==> src/rtl/program_loader.sv <==
// Program loader: packs a valid/ready byte stream big-endian into 32-bit words and
// writes them to program memory while holding the CPU in reset. Optional: CHECKSUM_EN.
module program_loader #(
  parameter int MEMORY_DEPTH = 32,
  parameter int DATA_WIDTH   = 32,
  parameter int COUNT_WIDTH  = 6
) (
  input  logic                   clk,
  input  logic                   reset,
  input  logic                   Start,
  input  logic [COUNT_WIDTH-1:0] Word_Count,
  input  logic [7:0]             Byte_In,
  input  logic                   Byte_Valid,
  output logic                   Byte_Ready,
  output logic                   Write_Enable,
  output logic [DATA_WIDTH-1:0]  Write_Address,
  output logic [DATA_WIDTH-1:0]  Write_Data,
  output logic                   Busy,
  output logic                   Done,
  output logic                   Cpu_Hold,
  output logic                   Error,
  output logic [2:0]             dbg_state
);

  typedef enum logic [2:0] {
    IDLE    = 3'd0,
    COLLECT = 3'd1,
    WRITE   = 3'd2,
    CHECK   = 3'd3,
    DONE    = 3'd4
  } state_t;

  localparam logic [COUNT_WIDTH-1:0] depth_c = COUNT_WIDTH'(MEMORY_DEPTH);

  // Handshake: a byte moves only when Byte_Valid && Byte_Ready at a rising edge;
  // Byte_Ready is a function of state alone, never of Byte_Valid.

  state_t                 state, state_n;
  logic [1:0]             byte_cnt;
  logic [COUNT_WIDTH-1:0] word_idx;
  logic [COUNT_WIDTH-1:0] words_total;
  logic [23:0]            shift;
  logic                   accept;
  logic                   last_word;

  assign accept    = Byte_Valid && Byte_Ready;
  assign last_word = (word_idx == (words_total - COUNT_WIDTH'(1)));

  assign Byte_Ready   = (state == COLLECT) || (state == CHECK);
  assign Write_Enable = (state == WRITE);
  assign Busy         = (state == COLLECT) || (state == WRITE) || (state == CHECK);
  assign Done         = (state == DONE);
  assign Cpu_Hold     = (state != DONE);
  assign dbg_state    = state;

  always_comb begin
    state_n = state;
    case (state)
      IDLE, DONE: begin
        if (Start) state_n = (Word_Count == '0) ? DONE : COLLECT;
      end
      COLLECT: begin
        if (accept && (byte_cnt == 2'd3)) state_n = WRITE;
      end
      WRITE: begin
`ifdef CHECKSUM_EN
        state_n = last_word ? CHECK : COLLECT;
`else
        state_n = last_word ? DONE : COLLECT;
`endif
      end
      CHECK: begin
        if (accept) state_n = DONE;
      end
      default: state_n = IDLE;
    endcase
  end

`ifdef CHECKSUM_EN
  logic [7:0] csum;
  logic       error;
  assign Error = error;
`else
  assign Error = 1'b0;
`endif

  always_ff @(posedge clk) begin
    if (!reset) begin
      state         <= IDLE;
      byte_cnt      <= '0;
      word_idx      <= '0;
      words_total   <= '0;
      shift         <= '0;
      Write_Address <= '0;
      Write_Data    <= '0;
`ifdef CHECKSUM_EN
      csum          <= '0;
      error         <= 1'b0;
`endif
    end else begin
      state <= state_n;
      case (state)
        IDLE, DONE: begin
          if (Start) begin
            byte_cnt    <= '0;
            word_idx    <= '0;
            words_total <= (Word_Count > depth_c) ? depth_c : Word_Count;
`ifdef CHECKSUM_EN
            csum        <= '0;
            error       <= 1'b0;
`endif
          end
        end
        COLLECT: begin
          if (accept) begin
            shift    <= {shift[15:0], Byte_In};
            byte_cnt <= byte_cnt + 2'd1;
`ifdef CHECKSUM_EN
            csum     <= csum ^ Byte_In;
`endif
            // Capture the full word now so address/data are stable through WRITE and hold afterwards.
            if (byte_cnt == 2'd3) begin
              Write_Data    <= DATA_WIDTH'({shift, Byte_In});
              Write_Address <= DATA_WIDTH'({word_idx, 2'b00});
            end
          end
        end
        WRITE: begin
          word_idx <= word_idx + COUNT_WIDTH'(1);
        end
        CHECK: begin
`ifdef CHECKSUM_EN
          if (accept && (Byte_In != csum)) error <= 1'b1;
`endif
        end
        default: ;
      endcase
    end
  end

endmodule

==> config.mk <==
export PLATFORM = sky130hd
export DESIGN_NAME = program_loader
export DESIGN_NICKNAME = d
export VERILOG_FILES = /design/src/rtl/program_loader.sv
export SDC_FILE = /design/constraint.sdc
export NUM_CORES = 1
export LEC_CHECK = 0
export CORE_ASPECT_RATIO = 0.6
export CORE_MARGIN = 4
export CORE_UTILIZATION = 45
export CTS_BUF_LIST = sky130_fd_sc_hd__clkbuf_4
export CTS_CLUSTER_DIAMETER = 80
export DETAILED_ROUTE_END_ITERATION = 16
export PLACE_DENSITY = 0.87
export SLEW_MARGIN = 10
export SYNTH_ARGS = -nofsm -noshare
export SYNTH_HDL_FRONTEND = slang
export SYNTH_SLANG_ARGS = --single-unit
==> constraint.sdc <==
create_clock -name clk -period 2.2 [get_ports clk]
set_input_delay 0.55 -clock clk [delete_from_list [all_inputs] [get_ports clk]]
set_output_delay 0.55 -clock clk [all_outputs]
set_load 0.02 [all_outputs]
==> results.sh, run 1 <==
export IMPL_synth_xor_xnor_area_share_pct=1.759
export IMPL_criticalPathCategory="flip-flop to flip-flop"
export IMPL_synth_area_um2=3486
export IMPL_min_period_ns=2.120
export IMPL_syn_avg_cell_area_um2=8.164
export IMPL_wl_um=7909
export IMPL_dp_cells=580
export IMPL_muxShareOfSynthArea_pct=0.2872
export IMPL_timing_rr_start="words_total[1]"
export IMPL_drt_iter0_drc=284
export IMPL_reg2reg_depth=6
export IMPL_cts_buffers=9
export IMPL_crit_slowest_cell="or4b_4"
export IMPL_cts_max_path_buffers=2
export IMPL_timing_hold_ws_ns=0.4527
export IMPL_n_fill_cell=676
export IMPL_power_internal_mw=1.814
export IMPL_nets=508
export IMPL_arrival_ns=2.46
export IMPL_combPwrFrac_pct=10.4
export IMPL_clock_latency_ns=0.42
export IMPL_slew_viol_final=0
export IMPL_antenna_left=0
export IMPL_cap_violations=0
export IMPL_synth_distinct_cells=37
export IMPL_grt_start_max_net_pins=39
export IMPL_finalCritPeriodShare_pct=96.35
export IMPL_dr_pass1_iters=4
export IMPL_synth_warnings=0
export IMPL_die_area_um2=9265
export IMPL_maxSlewHeadroom_pct=63.21
export IMPL_viasPerCell=4.842
export IMPL_cts_sinks=79
export IMPL_antenna_found_initial=0
export IMPL_critPathMaxStageDelay_ns=0.53
export IMPL_hold_viol_final=0
export IMPL_port_buffers=63
export IMPL_clock_power_share_pct=30.0
export IMPL_power_density_nw_per_um2=570.0
export IMPL_ys_seq_area_share_pct=45.37
export IMPL_die_height_um=76.18
export IMPL_finalWorstSetupSlack_ns=0.08036
export IMPL_initial_core_util_pct=47.19
export IMPL_setup_worst_path_start_class="flip-flop"
export IMPL_grt_usage_pct=17.68
export IMPL_rr_endpoint="dbg_state[2]"
export IMPL_swShare_pct=26.10
export IMPL_max_freq_mhz=471.8
export IMPL_finalNonFillerCells=596
export IMPL_synth_simple_area_share_pct=23.51
export IMPL_clock_skew_ns=0.009646
export IMPL_grt_pass1_vias=2665
export IMPL_crit_fanout=2
export IMPL_io_pins=91
export IMPL_vias=2886
export IMPL_final_cell_mix="nand2_1, dfxtp_1, clkdlybuf4s50_1"
export IMPL_final_layout_size_suffix_gt1_share_pct=7.927
export IMPL_layout_commonest_cell="nand2_1"
export IMPL_synth_cells=427
export IMPL_synth_top_area_share_pct=45.37
export IMPL_cts_tree="done"
export IMPL_regToRegSetupSlack_ns=0.08
export IMPL_synthAdderAreaFrac_pct=1.077
export IMPL_worst_pin_slew_ns=0.5505
export IMPL_rsz0062_at_grt="no"
export IMPL_post_place_ws_ns=-0.001132
export IMPL_synth_compound_area_share_pct=18.70
export IMPL_postCtsSetupRepairBufs=0
export IMPL_ys_seq_elements=79
export IMPL_core_um2=7387
export IMPL_setup_tns_ns=0
export IMPL_syn_to_final_growth_pct=23.55
export IMPL_grt_ovfl_total=0
export IMPL_die_w_um=121.6
export IMPL_synth_top_family_by_area="simple AND/OR/NAND/NOR gates"
export IMPL_grt_pass1_wl_um=13270
export IMPL_drc=0
export IMPL_irDropWorstVdd_mv=0.2636
export IMPL_finalSetupViolCount=0
export IMPL_seq_power_share_pct=59.6
export IMPL_final_util_pct=58.30
export IMPL_p_sw_mw=0.6408
export IMPL_layout_area_seq_um2=1585
export IMPL_power_mw=2.455
export IMPL_whs_path_depth=2
export IMPL_p_leak_nw=1.523
export IMPL_synth_area_leaders="dfxtp_1, nand2_1, a21boi_1, a21boi_0, buf_4"
export IMPL_status="completed"
export IMPL_rows=24
export IMPL_place_congestion=0.8211
export IMPL_hold_class="flip-flop to flip-flop"
export IMPL_cts_htree_levels=3
export IMPL_multi_input_area_um2=1697
export IMPL_min_from="shift[22]"
export IMPL_holdPathEnd="Write_Data[30]"
export IMPL_worstPathRequired_ns=2.54
export IMPL_wl_per_cell_um=13.27
export IMPL_cp_end_kind="flip-flop"
export IMPL_antennaDiodeCount=0
export IMPL_clock_root_buffer="clkbuf_4"
export IMPL_dp_hpwl_um=5727
export IMPL_cp_cell_sequence="inv_1, ha_1, xnor2_1, or4_4, or4b_4, a221oi_2"
export IMPL_fin_area_um2=4307
export IMPL_path_clk_slew_ns=0.12
export IMPL_placement_cell_area_um2=4190
export IMPL_synth_top_area_cell="dfxtp_1"
[routing by layer]
metal | vias up | GRT usage (%) | routed length (um)
li1 | 1468 | - | -
met1 | 1328 | 26.15 | 3952
met2 | 82 | 24.41 | 3318
met3 | 8 | 6.231 | 563
met4 | 0 | 4.139 | 74
met5 | - | 0 | 0
[power by group through the flow]
stage / sequential, mW / combinational [mW] / clock, mW
2_1_floorplan: 1.49 / 0.200 / 0
3_3_place_gp: 1.49 / 0.251 / 0
3_5_place_dp: 1.49 / 0.255 / 0
4_1_cts: 1.46 / 0.254 / 0.764
5_1_grt: 1.46 / 0.279 / 0.824
6_report: 1.46 / 0.256 / 0.737
[synthesized netlist by cell type, drive strengths merged]
| cell | n |
|---|---|
| nand2 | 138 |
| dfxtp | 79 |
| a21boi | 66 |
| buf | 31 |
| clkbuf | 22 |
| o21ai | 11 |
| and2 | 9 |
| nor2b | 9 |
| a21oi | 8 |
| nor2 | 6 |
| nor3b | 6 |
| xnor2 | 6 |
| nand3 | 5 |
| inv | 4 |
| nor3 | 4 |
| ha | 3 |
| a221oi | 2 |
| a22oi | 2 |
| nand4 | 2 |
| o211ai | 2 |
| and3 | 1 |
| and3b | 1 |
| conb | 1 |
| mux2i | 1 |
| nand2b | 1 |
| nand3b | 1 |
| nor4 | 1 |
| o31ai | 1 |
| or3 | 1 |
| or4 | 1 |
| or4b | 1 |
| xor2 | 1 |
[kinds of logic (layout without fill, tap and decap cells)]
| family | Yosys count | in the layout |
|---|---|---|
| xor gates and xnor gates | 7 | 7 |
| muxes | 1 | 1 |
| other | 1 | 27 |
| and+or+nand+nor | 187 | 187 |
| AOI/OAI and AO/OA | 92 | 92 |
| adders and majority gates | 3 | 3 |
| buffers and inverters | 57 | 96 |
| DFF | 79 | 79 |
[worst max-delay path: cells and delay by family, from the launching register on]
family | cells | cell delay [ns]
compound gates | 1 | 0.20
xor+xnor | 1 | 0.13
buf+inv | 1 | 0.04
simple gates | 2 | 1.03
fa+ha+maj | 1 | 0.30
flops | 1 | 0.35
[what timing repair did]
item / CTS / global route
pin swaps: 0 / 4
hold endpoints to repair: 0 / 0
setup endpoints to repair: 7 / 1
resized for setup: 9 / 0
hold buffers: 0 / 0
[state kept, by name, summed over array words and instances, names as in the netlist]
signal,flops
words_total,6
Write_Data,32
byte_cnt,2
Write_Address,6
dbg_state,3
shift,24
word_idx,6
[worst max-delay path by stage]
stage / start / endpoint / slack (ns) / depth (start not counted)
2_1_floorplan: words_total[0] / dbg_state[2] / 0.04 / 6
3_3_place_gp: words_total[0] / dbg_state[2] / 0.03 / 6
3_5_place_dp: words_total[1] / dbg_state[2] / -0.001 / 6
4_1_cts: words_total[0] / dbg_state[2] / 0.003 / 6
5_1_grt: words_total[1] / dbg_state[2] / 0.007 / 6
6_report: words_total[1] / dbg_state[2] / 0.08 / 6
[final cells by class]
cell class | count | area share, %
sequential | 79 | 36.81
tap | 104 | 3.022
timing repair buffer | 76 | 17.81
clock inverter | 4 | 0.5230
clock buffer | 12 | 2.092
multi-input combinational | 317 | 39.40
inverter | 4 | 0.3486
(Power assumes the default switching activity.)
==> inputs of run 2 (changes only) <==
--- a/config.mk
+++ b/config.mk
@@ -12,6 +12,7 @@
 export CTS_CLUSTER_DIAMETER = 80
 export DETAILED_ROUTE_END_ITERATION = 16
 export PLACE_DENSITY = 0.87
+export SETUP_SLACK_MARGIN = 0.15
 export SLEW_MARGIN = 10
 export SYNTH_ARGS = -nofsm -noshare
 export SYNTH_HDL_FRONTEND = slang
==> run 2 against run 1 <==
Compared with the run above: die area stayed put; power is 9.8% higher; register-to-register slack better by 0.04 ns; first-iteration DRC count is 4.6% higher; maximum frequency is 1.9% higher; critical path type unchanged; global-route usage is 0.53 points higher; sequential power hardly changed; critical endpoint unchanged; worst setup slack better by 0.039 ns.
==> results.sh, run 2 (synthesized netlist as in run 1, its figures left out) <==
export IMPL_place_congestion=0.8583
export IMPL_min_from="Write_Data[31]"
export IMPL_power_mw=2.694
export IMPL_nets=508
export IMPL_critPathMaxStageDelay_ns=0.54
export IMPL_wl_um=8349
export IMPL_dr_pass1_iters=4
export IMPL_cts_sinks=79
export IMPL_post_place_ws_ns=0.01086
export IMPL_critical_path_startpoint="words_total[0]"
export IMPL_final_cell_mix="nand2_1, dfxtp_1, clkdlybuf4s50_1"
export IMPL_worst_pin_slew_ns=0.6261
export IMPL_finalWorstSetupSlack_ns=0.1190
export IMPL_clock_root_buffer="clkbuf_4"
export IMPL_cap_violations=0
export IMPL_wl_met3_um=598
export IMPL_vias=2982
export IMPL_slew_viol_final=0
export IMPL_final_util_pct=59.55
export IMPL_grt_pass1_wl_um=13910
export IMPL_grt_pass1_vias=2863
export IMPL_reg2reg_depth=6
export IMPL_cp_depth=6
export IMPL_rr_endpoint="dbg_state[2]"
export IMPL_cts_buffers=9
export IMPL_power_density_nw_per_um2=612.5
export IMPL_die_height_um=76.18
export IMPL_crit_buf_inv=1
export IMPL_io_pins=91
export IMPL_finalNonFillerCells=597
export IMPL_finalCritPeriodShare_pct=94.59
export IMPL_dp_cells=578
export IMPL_p_leak_nw=1.658
export IMPL_die_w_um=121.6
export IMPL_syn_to_final_growth_pct=26.20
export IMPL_reg_top3="Write_Data: 32 flops, shift: 24 flops"
export IMPL_timing_rr_start="words_total[0]"
export IMPL_rows=24
export IMPL_setup_tns_ns=0
export IMPL_crit_slowest_cell="or4b_4"
export IMPL_path_clk_slew_ns=0.13
export IMPL_cts_max_path_buffers=2
export IMPL_antenna_found_initial=1
export IMPL_crit_fanout=3
export IMPL_port_buffers=63
export IMPL_finalSetupViolCount=0
export IMPL_min_period_ns=2.081
export IMPL_irDropWorstVdd_mv=0.2907
export IMPL_drt_iter0_drc=297
export IMPL_largest_reg_flops=32
export IMPL_dp_hpwl_um=5914
export IMPL_final_layout_size_suffix_gt1_share_pct=9.553
export IMPL_m1WireLength_um=3911
export IMPL_grt_usage_pct=18.21
export IMPL_clock_latency_ns=0.42
export IMPL_cts_htree_levels=3
export IMPL_hold_viol_final=0
export IMPL_arrival_ns=2.42
export IMPL_clock_skew_ns=0.01579
export IMPL_status="completed"
export IMPL_holdPathEnd="Write_Data[31]"
export IMPL_grt_ovfl_total=0
export IMPL_highest_layer="met4"
export IMPL_regToRegSetupSlack_ns=0.12
export IMPL_layout_commonest_cell="nand2_1"
export IMPL_drc=0
export IMPL_whs_path_depth=2
export IMPL_cts_tree="done"
export IMPL_cp_cell_sequence="buf_4, nor3_2, xnor2_1, or4_4, or4b_4, a221oi_2"
export IMPL_worstPathRequired_ns=2.54
export IMPL_max_freq_mhz=480.5
export IMPL_hold_class="flip-flop to flip-flop"
export IMPL_criticalPathCategory="flip-flop to flip-flop"
export IMPL_maxSlewHeadroom_pct=58.16
export IMPL_critical_path_top_delay_family="simple AND/OR/NAND/NOR gates"
export IMPL_die_area_um2=9265
export IMPL_initial_core_util_pct=47.19
export IMPL_wl_per_cell_um=13.98
export IMPL_regMostFlops="Write_Data"
export IMPL_rsz0062_at_grt="yes"
export IMPL_core_um2=7387
export IMPL_setup_worst_path_start_class="flip-flop"
export IMPL_cp_end_kind="flip-flop"
export IMPL_viasPerCell=4.995
export IMPL_antenna_left=0
export IMPL_grt_start_max_net_pins=41
export IMPL_met2_length_um=3814
run 2: through the flow:
step	area (um^2)	hold slack (ns)
4_1_cts	4380	0.4613
3_5_place_dp	4180	0.4446
3_3_place_gp	4180	0.4416
6_report	4399	0.4585
2_1_floorplan	3600	0.4310
5_1_grt	4399	0.4725
run 2: metal layers:
| metal | vias up | track usage, % |
|---|---|---|
| met5 | - | 0 |
| met4 | 0 | 3.244 |
| met3 | 6 | 5.786 |
| met2 | 101 | 27.60 |
| met1 | 1408 | 25.71 |
| li1 | 1467 | - |
run 2: worst max path at each step:
stage                    to  slack, ns
2_1_floorplan  dbg_state[2]       0.17
3_3_place_gp   dbg_state[2]       0.11
3_5_place_dp   dbg_state[2]       0.01
4_1_cts        dbg_state[0]       0.13
5_1_grt        dbg_state[2]       0.07
6_report       dbg_state[2]       0.12
run 2: layout make-up:
class / count / area [um^2]
Fill cell: 675 / 2988
Clock buffer: 9 / 67.56
Tap cell: 104 / 130.1
Timing Repair Buffer: 76 / 772.0
Clock inverter: 7 / 97.59
Inverter: 4 / 15.01
Sequential cell: 79 / 1593
Multi-Input combinational cell: 317 / 1722
Antenna cell: 1 / 2.502
run 2: power breakdown:
part           total, mW  switching, mW  internal (mW)  leakage, nW
clock network      0.970          0.508          0.462       0.0821
registers           1.46         0.0157           1.45        0.641
logic              0.262          0.157          0.105        0.935
run 2: worst min-delay path: cells and delay by family, from the launching register on:
family,cells,cell delay [ns]
compound gates,1,0.05
flops,1,0.33
simple gates,1,0.05
run 2: repair_timing:
item | in CTS | in global routing
setup buffers | 2 | 0
pin swaps | 3 | 0
setup endpoints to repair | 8 | 11
hold buffers | 0 | 0
resized for setup | 18 | 12
==> inputs of run 3 (changes only) <==
--- a/config.mk
+++ b/config.mk
@@ -5,7 +5,8 @@
 export SDC_FILE = /design/constraint.sdc
 export NUM_CORES = 1
 export LEC_CHECK = 0
-export CORE_ASPECT_RATIO = 0.6
+export ABC_CLOCK_PERIOD_IN_PS = 2200
+export CAP_MARGIN = 40
 export CORE_MARGIN = 4
 export CORE_UTILIZATION = 45
 export CTS_BUF_LIST = sky130_fd_sc_hd__clkbuf_4
==> run 3 against run 2 <==
Compared with the run above: critical path type unchanged; largest cell class unchanged; non-clock buffer count increased by 3; combinational power is 4% lower; clock-buffer cell count rose by 2; worst setup slack lost 0.040 ns; core utilization fell by 0.81 points; flip-flop and latch count unchanged.
==> results.sh, run 3 (synthesized netlist as in run 1, its figures left out) <==
export IMPL_finalNonFillerCells=595
export IMPL_grt_pass1_vias=2739
export IMPL_initial_core_util_pct=47.05
export IMPL_cts_sinks=79
export IMPL_slew_viol_final=0
export IMPL_syn_to_final_growth_pct=24.84
export IMPL_drc=0
export IMPL_final_layout_size_suffix_gt1_share_pct=10.10
export IMPL_largest_reg_flops=32
export IMPL_arrival_ns=2.46
export IMPL_clock_root_buffer="clkbuf_4"
export IMPL_drt_iter0_drc=176
export IMPL_cts_max_path_buffers=2
export IMPL_reg_top3="Write_Data: 32 flops, shift: 24 flops"
export IMPL_whs_path_depth=2
export IMPL_antenna_found_initial=1
export IMPL_grt_start_max_net_pins=55
export IMPL_cp_end_kind="flip-flop"
export IMPL_dr_pass1_iters=4
export IMPL_cts_htree_levels=3
export IMPL_critical_path_top_delay_family="simple AND/OR/NAND/NOR gates"
export IMPL_finalWorstSetupSlack_ns=0.07906
export IMPL_rows=31
export IMPL_irDropWorstVdd_mv=0.3267
export IMPL_hold_viol_final=0
export IMPL_die_height_um=96.02
export IMPL_final_cell_mix="nand2_1, dfxtp_1, clkdlybuf4s50_1"
export IMPL_cap_violations=0
export IMPL_crit_fanout=3
export IMPL_core_um2=7408
export IMPL_min_period_ns=2.121
export IMPL_regToRegSetupSlack_ns=0.08
export IMPL_finalCritPeriodShare_pct=96.41
export IMPL_rr_endpoint="dbg_state[2]"
export IMPL_port_buffers=63
export IMPL_placement_cell_area_um2=4169
export IMPL_dp_cells=574
export IMPL_viasPerCell=4.951
export IMPL_vias=2946
export IMPL_cp_cell_sequence="inv_2, ha_4, xnor2_2, or4_4, or4b_4, a221oi_2"
export IMPL_grt_ovfl_total=0
export IMPL_path_clk_slew_ns=0.12
export IMPL_worst_pin_slew_ns=0.5482
export IMPL_holdPathEnd="Write_Data[31]"
export IMPL_grt_pass1_wl_um=12560
export IMPL_clock_skew_ns=0.01181
export IMPL_min_from="shift[23]"
export IMPL_critPathMaxStageDelay_ns=0.53
export IMPL_wl_um=7685
export IMPL_wl_per_cell_um=12.92
export IMPL_hold_class="flip-flop to flip-flop"
export IMPL_antenna_left=0
export IMPL_die_area_um2=9219
export IMPL_clock_latency_ns=0.42
export IMPL_grt_usage_pct=17.34
export IMPL_maxSlewHeadroom_pct=63.37
export IMPL_power_density_nw_per_um2=594.8
export IMPL_place_congestion=0.8128
export IMPL_status="completed"
export IMPL_setup_worst_path_start_class="flip-flop"
export IMPL_nets=511
export IMPL_reg2reg_depth=6
export IMPL_cp_depth=6
export IMPL_fin_area_um2=4352
export IMPL_rsz0062_at_grt="yes"
export IMPL_p_leak_nw=1.557
export IMPL_layout_area_seq_um2=1590
export IMPL_criticalPathCategory="flip-flop to flip-flop"
export IMPL_crit_buf_inv=1
export IMPL_worstPathRequired_ns=2.53
export IMPL_timing_rr_start="words_total[1]"
export IMPL_hold_buffers=0
export IMPL_finalSetupViolCount=0
export IMPL_cts_buffers=9
export IMPL_timing_hold_ws_ns=0.4622
export IMPL_crit_slowest_cell="or4b_4"
export IMPL_dp_hpwl_um=5404
export IMPL_regMostFlops="Write_Data"
export IMPL_layout_commonest_cell="nand2_1"
export IMPL_n_fill_cell=672
export IMPL_cts_tree="done"
export IMPL_multi_input_area_um2=1722
export IMPL_post_place_ws_ns=0.07285
export IMPL_die_w_um=96.02
export IMPL_io_pins=91
export IMPL_max_freq_mhz=471.5
[run 3: cell types whose count changed in the layout (fill, tap and decap cells not counted), moves of 2 or more]
cell             previous run  this run
clkdlybuf4s50_1            49        54
dfxtp_1                    72        76
buf_4                       9        13
clkbuf_4                    9        11
dlymetal6s2s_1              6         0
clkbuf_2                    1         4
dfxtp_2                     6         1
inv_1                       4         2
inv_2                       0         2
clkinvlp_4                  2         0
[run 3: where the power goes]
part | switching, mW | internal [mW] | total [mW]
clock network | 0.498 | 0.375 | 0.873
logic | 0.149 | 0.102 | 0.251
registers | 0.0191 | 1.45 | 1.46
total | 0.665 | 1.92 | 2.59
[run 3: final cells by class]
cell class,count,share of cell area (%)
clock inverter,5,1.323
multi-input combinational,317,39.56
clock buffer,11,1.898
sequential,79,36.54
tap,99,2.846
antenna,1,0.05750
timing repair buffer,79,17.42
inverter,4,0.3450
[run 3: worst reg2reg max path, cell delays in order (launching register included)]
cell and delay [ns]:
dfxtp_4 0.38, inv_2 0.04, ha_4 0.23, xnor2_2 0.12, or4_4 0.52, or4b_4 0.53
a221oi_2 0.21
[run 3: layer usage]
metal,wire length [um],vias up,global-route usage (%)
met4,154,0,6.991
li1,-,1477,-
met5,0,-,0
met3,460,17,3.518
met2,3602,93,27.08
met1,3468,1359,23.36
[run 3: repair_timing]
action,CTS,global route
setup endpoints to repair,9,5
setup buffers,1,3
hold endpoints to repair,0,0
pin swaps,0,3
gates resized for setup,15,11
[run 3: how the worst max path moves through the flow]
stage                   startpoint      endpoint  slack, ns
CTS                 words_total[0]  dbg_state[2]       0.09
global placement    words_total[0]  dbg_state[2]       0.14
floorplan           words_total[0]  dbg_state[2]       0.17
detailed placement  words_total[1]  dbg_state[2]       0.07
global route        words_total[1]  dbg_state[2]     -0.005
finish              words_total[1]  dbg_state[2]       0.08
[run 3: metrics by stage]
stage	total power, mW	setup TNS, ns	util (%)
floorplan	1.694	0	-
global placement	1.735	0	56.27
detailed placement	1.741	0	56.27
CTS	2.596	0	58.30
global route	2.705	-0.005096	58.74
finish	2.588	0	58.74
